**src/rtl/inst_buffer_pkg.sv**
```systemverilog
// Shared types and constants for the fetch-to-decode instruction buffer.
package inst_buffer_pkg;

    localparam int         IB_DEPTH_DEFAULT = 8;
    localparam logic [6:0] EXCEPTION_INE    = 7'h0d;
    localparam int         IB_ENTRY_W       = 72;

    typedef struct packed {
        logic [31:0] pc;
        logic [31:0] inst;
        logic        pc_exc;
        logic [6:0]  pc_exc_cause;
    } ib_entry_t;

    function automatic ib_entry_t ib_entry_gate(input ib_entry_t e, input logic vld);
        return vld ? e : '0;
    endfunction

endpackage

```
**src/rtl/inst_buffer_if.sv**
```systemverilog
// Fetch-side push and decode-side pop signals of the instruction buffer.
interface inst_buffer_if;
    logic        in_valid;
    logic        in_ready;
    logic [31:0] in_pc;
    logic [31:0] in_inst;
    logic        in_pc_exc;
    logic [6:0]  in_pc_exc_cause;

    logic        out_valid;
    logic        out_ready;
    logic [31:0] out_pc;
    logic [31:0] out_inst;
    logic        out_pc_exc;
    logic [6:0]  out_pc_exc_cause;
    logic        out_ib_exc;
    logic [6:0]  out_ib_exc_cause;

    modport master (
        output in_valid, in_pc, in_inst, in_pc_exc, in_pc_exc_cause, out_ready,
        input  in_ready, out_valid, out_pc, out_inst, out_pc_exc, out_pc_exc_cause,
               out_ib_exc, out_ib_exc_cause
    );

    modport slave (
        input  in_valid, in_pc, in_inst, in_pc_exc, in_pc_exc_cause, out_ready,
        output in_ready, out_valid, out_pc, out_inst, out_pc_exc, out_pc_exc_cause,
               out_ib_exc, out_ib_exc_cause
    );
endinterface

```
**src/rtl/inst_buffer.sv**
```systemverilog
// Circular instruction queue between fetch and decode; head visible the cycle after push,
// no bypass. in_ready drops when full; flush empties the queue on the next edge.
module inst_buffer
    import inst_buffer_pkg::*;
#(
    parameter  int DEPTH = IB_DEPTH_DEFAULT,
    localparam int PTR_W = $clog2(DEPTH)
) (
    input  logic           clk,
    input  logic           rst_n,
    input  logic           flush,
    inst_buffer_if.slave   ib,
    output logic [PTR_W:0] count
);

    logic [PTR_W-1:0]      wr_ptr_q, wr_ptr_d;
    logic [PTR_W-1:0]      rd_ptr_q, rd_ptr_d;
    logic [PTR_W:0]        count_q, count_d;
    logic [IB_ENTRY_W-1:0] mem_q [DEPTH];

    logic      push, pop;
    ib_entry_t in_entry, head;

    assign ib.in_ready  = (count_q != (PTR_W+1)'(DEPTH));
    assign ib.out_valid = (count_q != '0);
    assign push         = ib.in_valid  & ib.in_ready  & ~flush;
    assign pop          = ib.out_valid & ib.out_ready & ~flush;

    assign in_entry = '{pc:           ib.in_pc,
                        inst:         ib.in_inst,
                        pc_exc:       ib.in_pc_exc,
                        pc_exc_cause: ib.in_pc_exc_cause};

    always_comb begin
        wr_ptr_d = wr_ptr_q;
        rd_ptr_d = rd_ptr_q;
        count_d  = count_q;
        if (flush) begin
            wr_ptr_d = '0;
            rd_ptr_d = '0;
            count_d  = '0;
        end else begin
            if (push) wr_ptr_d = wr_ptr_q + 1'b1;
            if (pop)  rd_ptr_d = rd_ptr_q + 1'b1;
            case ({push, pop})
                2'b10:   count_d = count_q + 1'b1;
                2'b01:   count_d = count_q - 1'b1;
                default: count_d = count_q;
            endcase
        end
    end

    always_ff @(posedge clk or negedge rst_n) begin
        if (!rst_n) begin
            wr_ptr_q <= '0;
            rd_ptr_q <= '0;
            count_q  <= '0;
        end else begin
            wr_ptr_q <= wr_ptr_d;
            rd_ptr_q <= rd_ptr_d;
            count_q  <= count_d;
        end
    end

    // Storage needs no reset: an entry is only observable once count covers it.
    always_ff @(posedge clk) begin
        if (push) mem_q[wr_ptr_q] <= in_entry;
    end

    assign head = ib_entry_gate(ib_entry_t'(mem_q[rd_ptr_q]), ib.out_valid);

    assign ib.out_pc           = head.pc;
    assign ib.out_inst         = head.inst;
    assign ib.out_pc_exc       = head.pc_exc;
    assign ib.out_pc_exc_cause = head.pc_exc_cause;
    assign ib.out_ib_exc       = 1'b0;
    assign ib.out_ib_exc_cause = EXCEPTION_INE;
    assign count               = count_q;

endmodule
```
**src/flat_wrapper.sv**
```systemverilog
// flat-port wrapper written by rule: the top's interface ports become plain ports
module inst_buffer_flat import inst_buffer_pkg::*;
#(
    parameter  int DEPTH = IB_DEPTH_DEFAULT,
    localparam int PTR_W = $clog2(DEPTH)
)
  (clk, rst_n, flush, count, ib_in_valid, ib_in_pc, ib_in_inst, ib_in_pc_exc, ib_in_pc_exc_cause, ib_out_ready, ib_in_ready, ib_out_valid, ib_out_pc, ib_out_inst, ib_out_pc_exc, ib_out_pc_exc_cause, ib_out_ib_exc, ib_out_ib_exc_cause);
  inst_buffer_if ib_i ();
  input  logic clk;
  input  logic rst_n;
  input  logic flush;
  output logic [PTR_W:0] count;
  input wire logic [$bits(ib_i.in_valid)-1:0] ib_in_valid;
  input wire logic [$bits(ib_i.in_pc)-1:0] ib_in_pc;
  input wire logic [$bits(ib_i.in_inst)-1:0] ib_in_inst;
  input wire logic [$bits(ib_i.in_pc_exc)-1:0] ib_in_pc_exc;
  input wire logic [$bits(ib_i.in_pc_exc_cause)-1:0] ib_in_pc_exc_cause;
  input wire logic [$bits(ib_i.out_ready)-1:0] ib_out_ready;
  output wire logic [$bits(ib_i.in_ready)-1:0] ib_in_ready;
  output wire logic [$bits(ib_i.out_valid)-1:0] ib_out_valid;
  output wire logic [$bits(ib_i.out_pc)-1:0] ib_out_pc;
  output wire logic [$bits(ib_i.out_inst)-1:0] ib_out_inst;
  output wire logic [$bits(ib_i.out_pc_exc)-1:0] ib_out_pc_exc;
  output wire logic [$bits(ib_i.out_pc_exc_cause)-1:0] ib_out_pc_exc_cause;
  output wire logic [$bits(ib_i.out_ib_exc)-1:0] ib_out_ib_exc;
  output wire logic [$bits(ib_i.out_ib_exc_cause)-1:0] ib_out_ib_exc_cause;
  assign ib_i.in_valid = ib_in_valid;
  assign ib_i.in_pc = ib_in_pc;
  assign ib_i.in_inst = ib_in_inst;
  assign ib_i.in_pc_exc = ib_in_pc_exc;
  assign ib_i.in_pc_exc_cause = ib_in_pc_exc_cause;
  assign ib_i.out_ready = ib_out_ready;
  assign ib_in_ready = ib_i.in_ready;
  assign ib_out_valid = ib_i.out_valid;
  assign ib_out_pc = ib_i.out_pc;
  assign ib_out_inst = ib_i.out_inst;
  assign ib_out_pc_exc = ib_i.out_pc_exc;
  assign ib_out_pc_exc_cause = ib_i.out_pc_exc_cause;
  assign ib_out_ib_exc = ib_i.out_ib_exc;
  assign ib_out_ib_exc_cause = ib_i.out_ib_exc_cause;
  inst_buffer #(.DEPTH(DEPTH)) u_core (.clk(clk), .rst_n(rst_n), .flush(flush), .ib(ib_i), .count(count));
endmodule
```
**config.mk**
```make
export PLATFORM = sky130hd
export DESIGN_NAME = inst_buffer_flat
export DESIGN_NICKNAME = d
export VERILOG_FILES = /design/src/rtl/inst_buffer_pkg.sv /design/src/rtl/inst_buffer_if.sv /design/src/rtl/inst_buffer.sv /design/src/flat_wrapper.sv
export SDC_FILE = /design/constraint.sdc
export NUM_CORES = 1
export LEC_CHECK = 0
export ABC_AREA = 1
export BUFFER_PORTS_ARGS = -buffer_cell sky130_fd_sc_hd__buf_2
export CAP_MARGIN = 25
export CORE_ASPECT_RATIO = 0.5
export CORE_MARGIN = 4
export CORE_UTILIZATION = 47
export CTS_CLUSTER_SIZE = 28
export DETAILED_ROUTE_END_ITERATION = 6
export GPL_ROUTABILITY_DRIVEN = 1
export HOLD_SLACK_MARGIN = 0.12
export PLACE_DENSITY_LB_ADDON = 0.25
export SETUP_SLACK_MARGIN = 0.4
export SYNTH_ARGS = -nofsm -noshare
export SYNTH_HDL_FRONTEND = slang
export SYNTH_SLANG_ARGS = --single-unit
```
**constraint.sdc**
```tcl
create_clock -name clk -period 5.55 [get_ports clk]
set_input_delay 1.11 -clock clk [delete_from_list [all_inputs] [get_ports clk]]
set_output_delay 1.11 -clock clk [all_outputs]
set_load 0.01 [all_outputs]
```
; ---- After elaboration in Yosys (flattened, before gate mapping)
; Memories as Yosys holds them, arrays and structs flattened.
; Cells that the tools add are included.
[classes]
bitwise = 5
addsub = 4
n_mux = 9
reduce_logical = 4
eq_ne = 3
[op_table]
columns = operator, count
row1 = $mux 72, 1
row2 = $mux 3, 4
row3 = $pmux 4 s2, 1
row4 = $add 3x1->3 const B, 2
row5 = $add 4x1->4 const B, 1
row6 = $and 1x1->1, 4
row7 = $mux 4, 1
row8 = $ne 4x4->1 const B, 1
row9 = $reduce_bool 2->1, 2
row10 = $reduce_bool 4->1, 1
row11 = $sub 4x1->4 const B, 1
row12 = $reduce_bool 3->1, 1
row13 = $eq 2x1->1 const B, 1
row14 = $eq 2x2->1 const B, 1
row15 = $mux 1, 2
row16 = $not 1->1, 1
[totals]
regBits = 10
ram_bits = 576
wordCells = 29
output_inout_bits = 86
input_bits = 77
mem_count = 1
[memory_table]
columns = name, words, word_bits, rd, rd_clocked_by_memory_dff, write_ports, line
row1 = u_core.mem_q, 8, 72, 1, 0, 1, inst_buffer.sv:19  ; logic [IB_ENTRY_W-1:0] mem_q [DEPTH];

; ---- Longest topological paths before layout
[depth]
word_depth = 6
depth_mapped = 14
mapped_depth_nobuf = 14

; ---- Least setup slack after synthesis
; OpenSTA, ideal clock, no wires.
[synth_path]
path_kind = input-to-reg
start = input flush
end = memory u_core.mem_q[0][0], enable pin
setup_ps = 503
required_time_ps = 5047
arrival_time_ps = 4489
n_path_buf = 0
cell_stages = 5
setup_slack_ps = 558
path_cell_list = inv_1 nand3_1 inv_1 nand2_1 nor2_1
[synth_between]
elab_chain_cells = 4
[synth_lines]
columns = item, line
row1 = from (decl), flat_wrapper.sv:11  ; input logic flush;
row2 = $not 1->1, inst_buffer.sv:26  ; assign push = ib.in_valid & ib.in_ready & ~flush;
row3 = $and 1x1->1, inst_buffer.sv:26
row4 = $mux 1, inst_buffer.sv:67  ; if (push) mem_q[wr_ptr_q] <= in_entry;
row5 = $mux 1 (not written as such), inst_buffer.sv:67
row6 = to (decl), inst_buffer.sv:19
; No other way between the ends.

; ---- Worst setup path in the final report
[layout_path]
start = register u_core.rd_ptr_q[0]
end = output ib_out_pc[28]
[layout_between]
elab_chain_cells = 2
[layout_lines]
columns = item, line
row1 = from (decl), inst_buffer.sv:17  ; logic [PTR_W-1:0] rd_ptr_q, rd_ptr_d;
row2 = from (signal assigned), inst_buffer.sv:60  ; rd_ptr_q <= rd_ptr_d;
row3 = $mem_v2 8x72, -
row4 = $mux 72, inst_buffer_pkg.sv:16  ; return vld ? e : '0;
row5 = to (decl), flat_wrapper.sv:21  ; output wire logic [$bits(ib_i.out_pc)-1:0] ib_out_pc;
; No other way between the ends.

==> impl_metrics.json <==
{
  "finalSetupViolCount": 0,
  "leakage_nw": 8.69,
  "maxSlewHeadroom": 0.368,
  "cts_tree": "done",
  "netlist.area_leader.share": 0.753,
  "pwr_density_cell_nw_per_um2": 451,
  "wl_per_cell_microns": 20.4,
  "die_w_microns": 321,
  "boundaryPins": 163,
  "synthFlopType": "edfxtp_1",
  "finalCritPeriodShare": 0.787,
  "cts.sinks": 586,
  "cp-end-kind": "output port",
  "post_cts_buffers": 0,
  "track_usage": 0.191,
  "path_buf_inv": 3,
  "grt_busiest_layer": "met2",
  "slowest_stage": "inv_8",
  "drv_cap": 0,
  "fp.dieH_microns": 164,
  "setup_ws_ns": 1.18,
  "worstPathArrival_ns": 3.26,
  "synthArstFlopShare": 0.0171,
  "cts_inserted_buffers": 51,
  "fmax_mhz": 229,
  "first_iter_violations": 1274,
  "synth_edf_count": 576,
  "path_clk_slew_ns": 0.07,
  "area_growth_pct": 12.5,
  "nNetsFinal": 1936,
  "required_ns": 4.44,
  "reg2reg_depth": 7,
  "layout_common_cells": "edfxtp_1, nor2_1, o21ai_0, buf_2, o21ai_1",
  "drive_gt1_frac": 0.141,
  "ys_top_cells_by_area": "edfxtp_1, nor2_1, o21ai_0",
  "ys.warnings.count": 0,
  "grt_pass1_wl_microns": 77600,
  "ys_ff_latch": 586,
  "fin_crit_ns": 4.37,
  "synthesis.area_sq_um": 23000,
  "clk_root_buffer_cell": "clkbuf_16",
  "slowest_delay_ns": 0.71,
  "cp_cell_sequence": "inv_8, buf_4, nor2_1, o22ai_1, o21ai_0, a31oi_1, buf_2",
  "routed_wl_microns": 51800,
  "dp_slack_ns": 1.80,
  "place_hpwl_microns": 25800,
  "synth_area_leader_cell": "edfxtp_1",
  "via_per_inst": 5.53,
  "die-area_sq_um": 52700,
  "total_power_w": 0.0116,
  "ys_seq_area_frac": 0.764,
  "post-place-cells": 2438,
  "cts-resized-gates": 0,
  "rsz0062_at_grt": "false",
  "timing.final.hold_violations": 0,
  "rows": 56,
  "final_common_cell": "edfxtp_1",
  "antenna_found_initial": 6,
  "grt_util_met1": 0.249,
  "met2_usage": 0.338,
  "initial_core_util": 0.483,
  "globalRoute.totalOverflow": 0,
  "hold_path.class": "in -> async",
  "place.gp.congestion": 0.760,
  "first_global_vias": 13300,
  "setup_tns_ns": 0,
  "cp-start-kind": "flip-flop",
  "syn_inst": 1738,
  "criticalPathCategory": "reg -> out",
  "htreeDepth": 2,
  "slew_violations": 0,
  "insertion_delay_ns": 0.58,
  "final-instance-count-excl-fill": 2533,
  "portBuffers": 154,
  "irDropWorstVdd_mv": 0.365,
  "crit_fanout": 177,
  "grt_max_degree": 178,
  "cts_hold_buf": 0,
  "ant_nets": 0,
  "drc": 0,
  "drt_pass1_iterations": 5,
  "coreArea_sq_um": 47600,
  "fill_cells": 3914,
  "cp_num_cells": 7,
  "worst_slew_pin_slew_ns": 0.948,
  "use_met3": 0.0334,
  "avgSynthCellArea_sq_um": 13.2,
  "crit_family": "buffers and inverters",
  "clk_path_buf_depth": 3,
  "skew_ns": 0.0184,
  "synth.distinct_cells": 27,
  "vias": 14000,
  "status": "finished, final reports clean"
}
## power breakdown
part | internal [W] | total [W] | switching (W)
clock | 0.00172 | 0.00325 | 0.00153
sequential | 0.00499 | 0.00508 | 0.0000856
combinational | 0.00108 | 0.00332 | 0.00223
total | 0.00779 | 0.0116 | 0.00385
## worst register-to-register path, delay by kind of cell (launching register included)
family / cells / cell delay [ns]
buf+inv: 2 / 0.68
simple gates: 5 / 1.19
flops: 1 / 0.45
## Yosys cell counts (11+ instances only)
cell type    n
edfxtp_1   576
nor2_1     441
o21ai_0    287
o21ai_1     82
o22ai_1     73
a31oi_1     72
clkbuf_1    61
buf_2       38
nand2_1     27
inv_1       16
buf_6       11
## flip-flops by register name (all words and copies together), names as in the netlist
register         cells
u_core.rd_ptr_q      3
u_core.wr_ptr_q      3
u_core.count         4
u_core.mem_q       576
## final timing paths
path,from,end,slack [ns]
worst min-delay path,rst_n,u_core.count[3],0.39
max in group asynchronous,rst_n,u_core.rd_ptr_q[1],4.93
min in group clk,u_core.wr_ptr_q[0],u_core.wr_ptr_q[0],0.60
worst min register to register,u_core.wr_ptr_q[0],u_core.wr_ptr_q[0],0.60
worst max register to register,u_core.count[0],u_core.mem_q[6][38],2.85
worst max-delay path,u_core.rd_ptr_q[0],ib_out_pc[28],1.18
## routing by layer
layer  up-vias  wire [microns]
met2       359           25700
met5         -              22
met4         4             891
li1       6644               -
met3        70            2650
met1      6935           22500
## final cells by class
type	instances	area, sq um	area share
diodes	4	10.0	0.000387
inverters	19	83.8	0.00324
clock inverters	32	188	0.00726
multi-input cells	1012	4770	0.185
flip-flops and latches	586	17600	0.679
repair buffers	185	1140	0.0440
clock buffers	57	1300	0.0503
well taps	638	798	0.0309
## kinds of logic (layout without fill, tap and decap cells)
kind of cell    count (synthesis)  count (layout)  synth area share
compound gates                516             516             0.120
xor+xnor                        1               1          0.000382
flops                         586             586             0.764
simple gates                  483             483            0.0807
other cells                     2              12          0.000327
buf+inv                       146             293            0.0319
fa+ha+maj                       4               4           0.00218
## stage by stage
stage / util / cell area (sq um) / hold WS [ns]
after global placement: 0.511 / 24300 / 0.574
after floorplan: - / 23000 / 0.550
after detailed placement: 0.511 / 24300 / 0.583
final: 0.543 / 25800 / 0.389
after CTS: 0.542 / 25800 / 0.369
after global routing: 0.543 / 25800 / 0.383
Power figures use the tool's default switching activity.
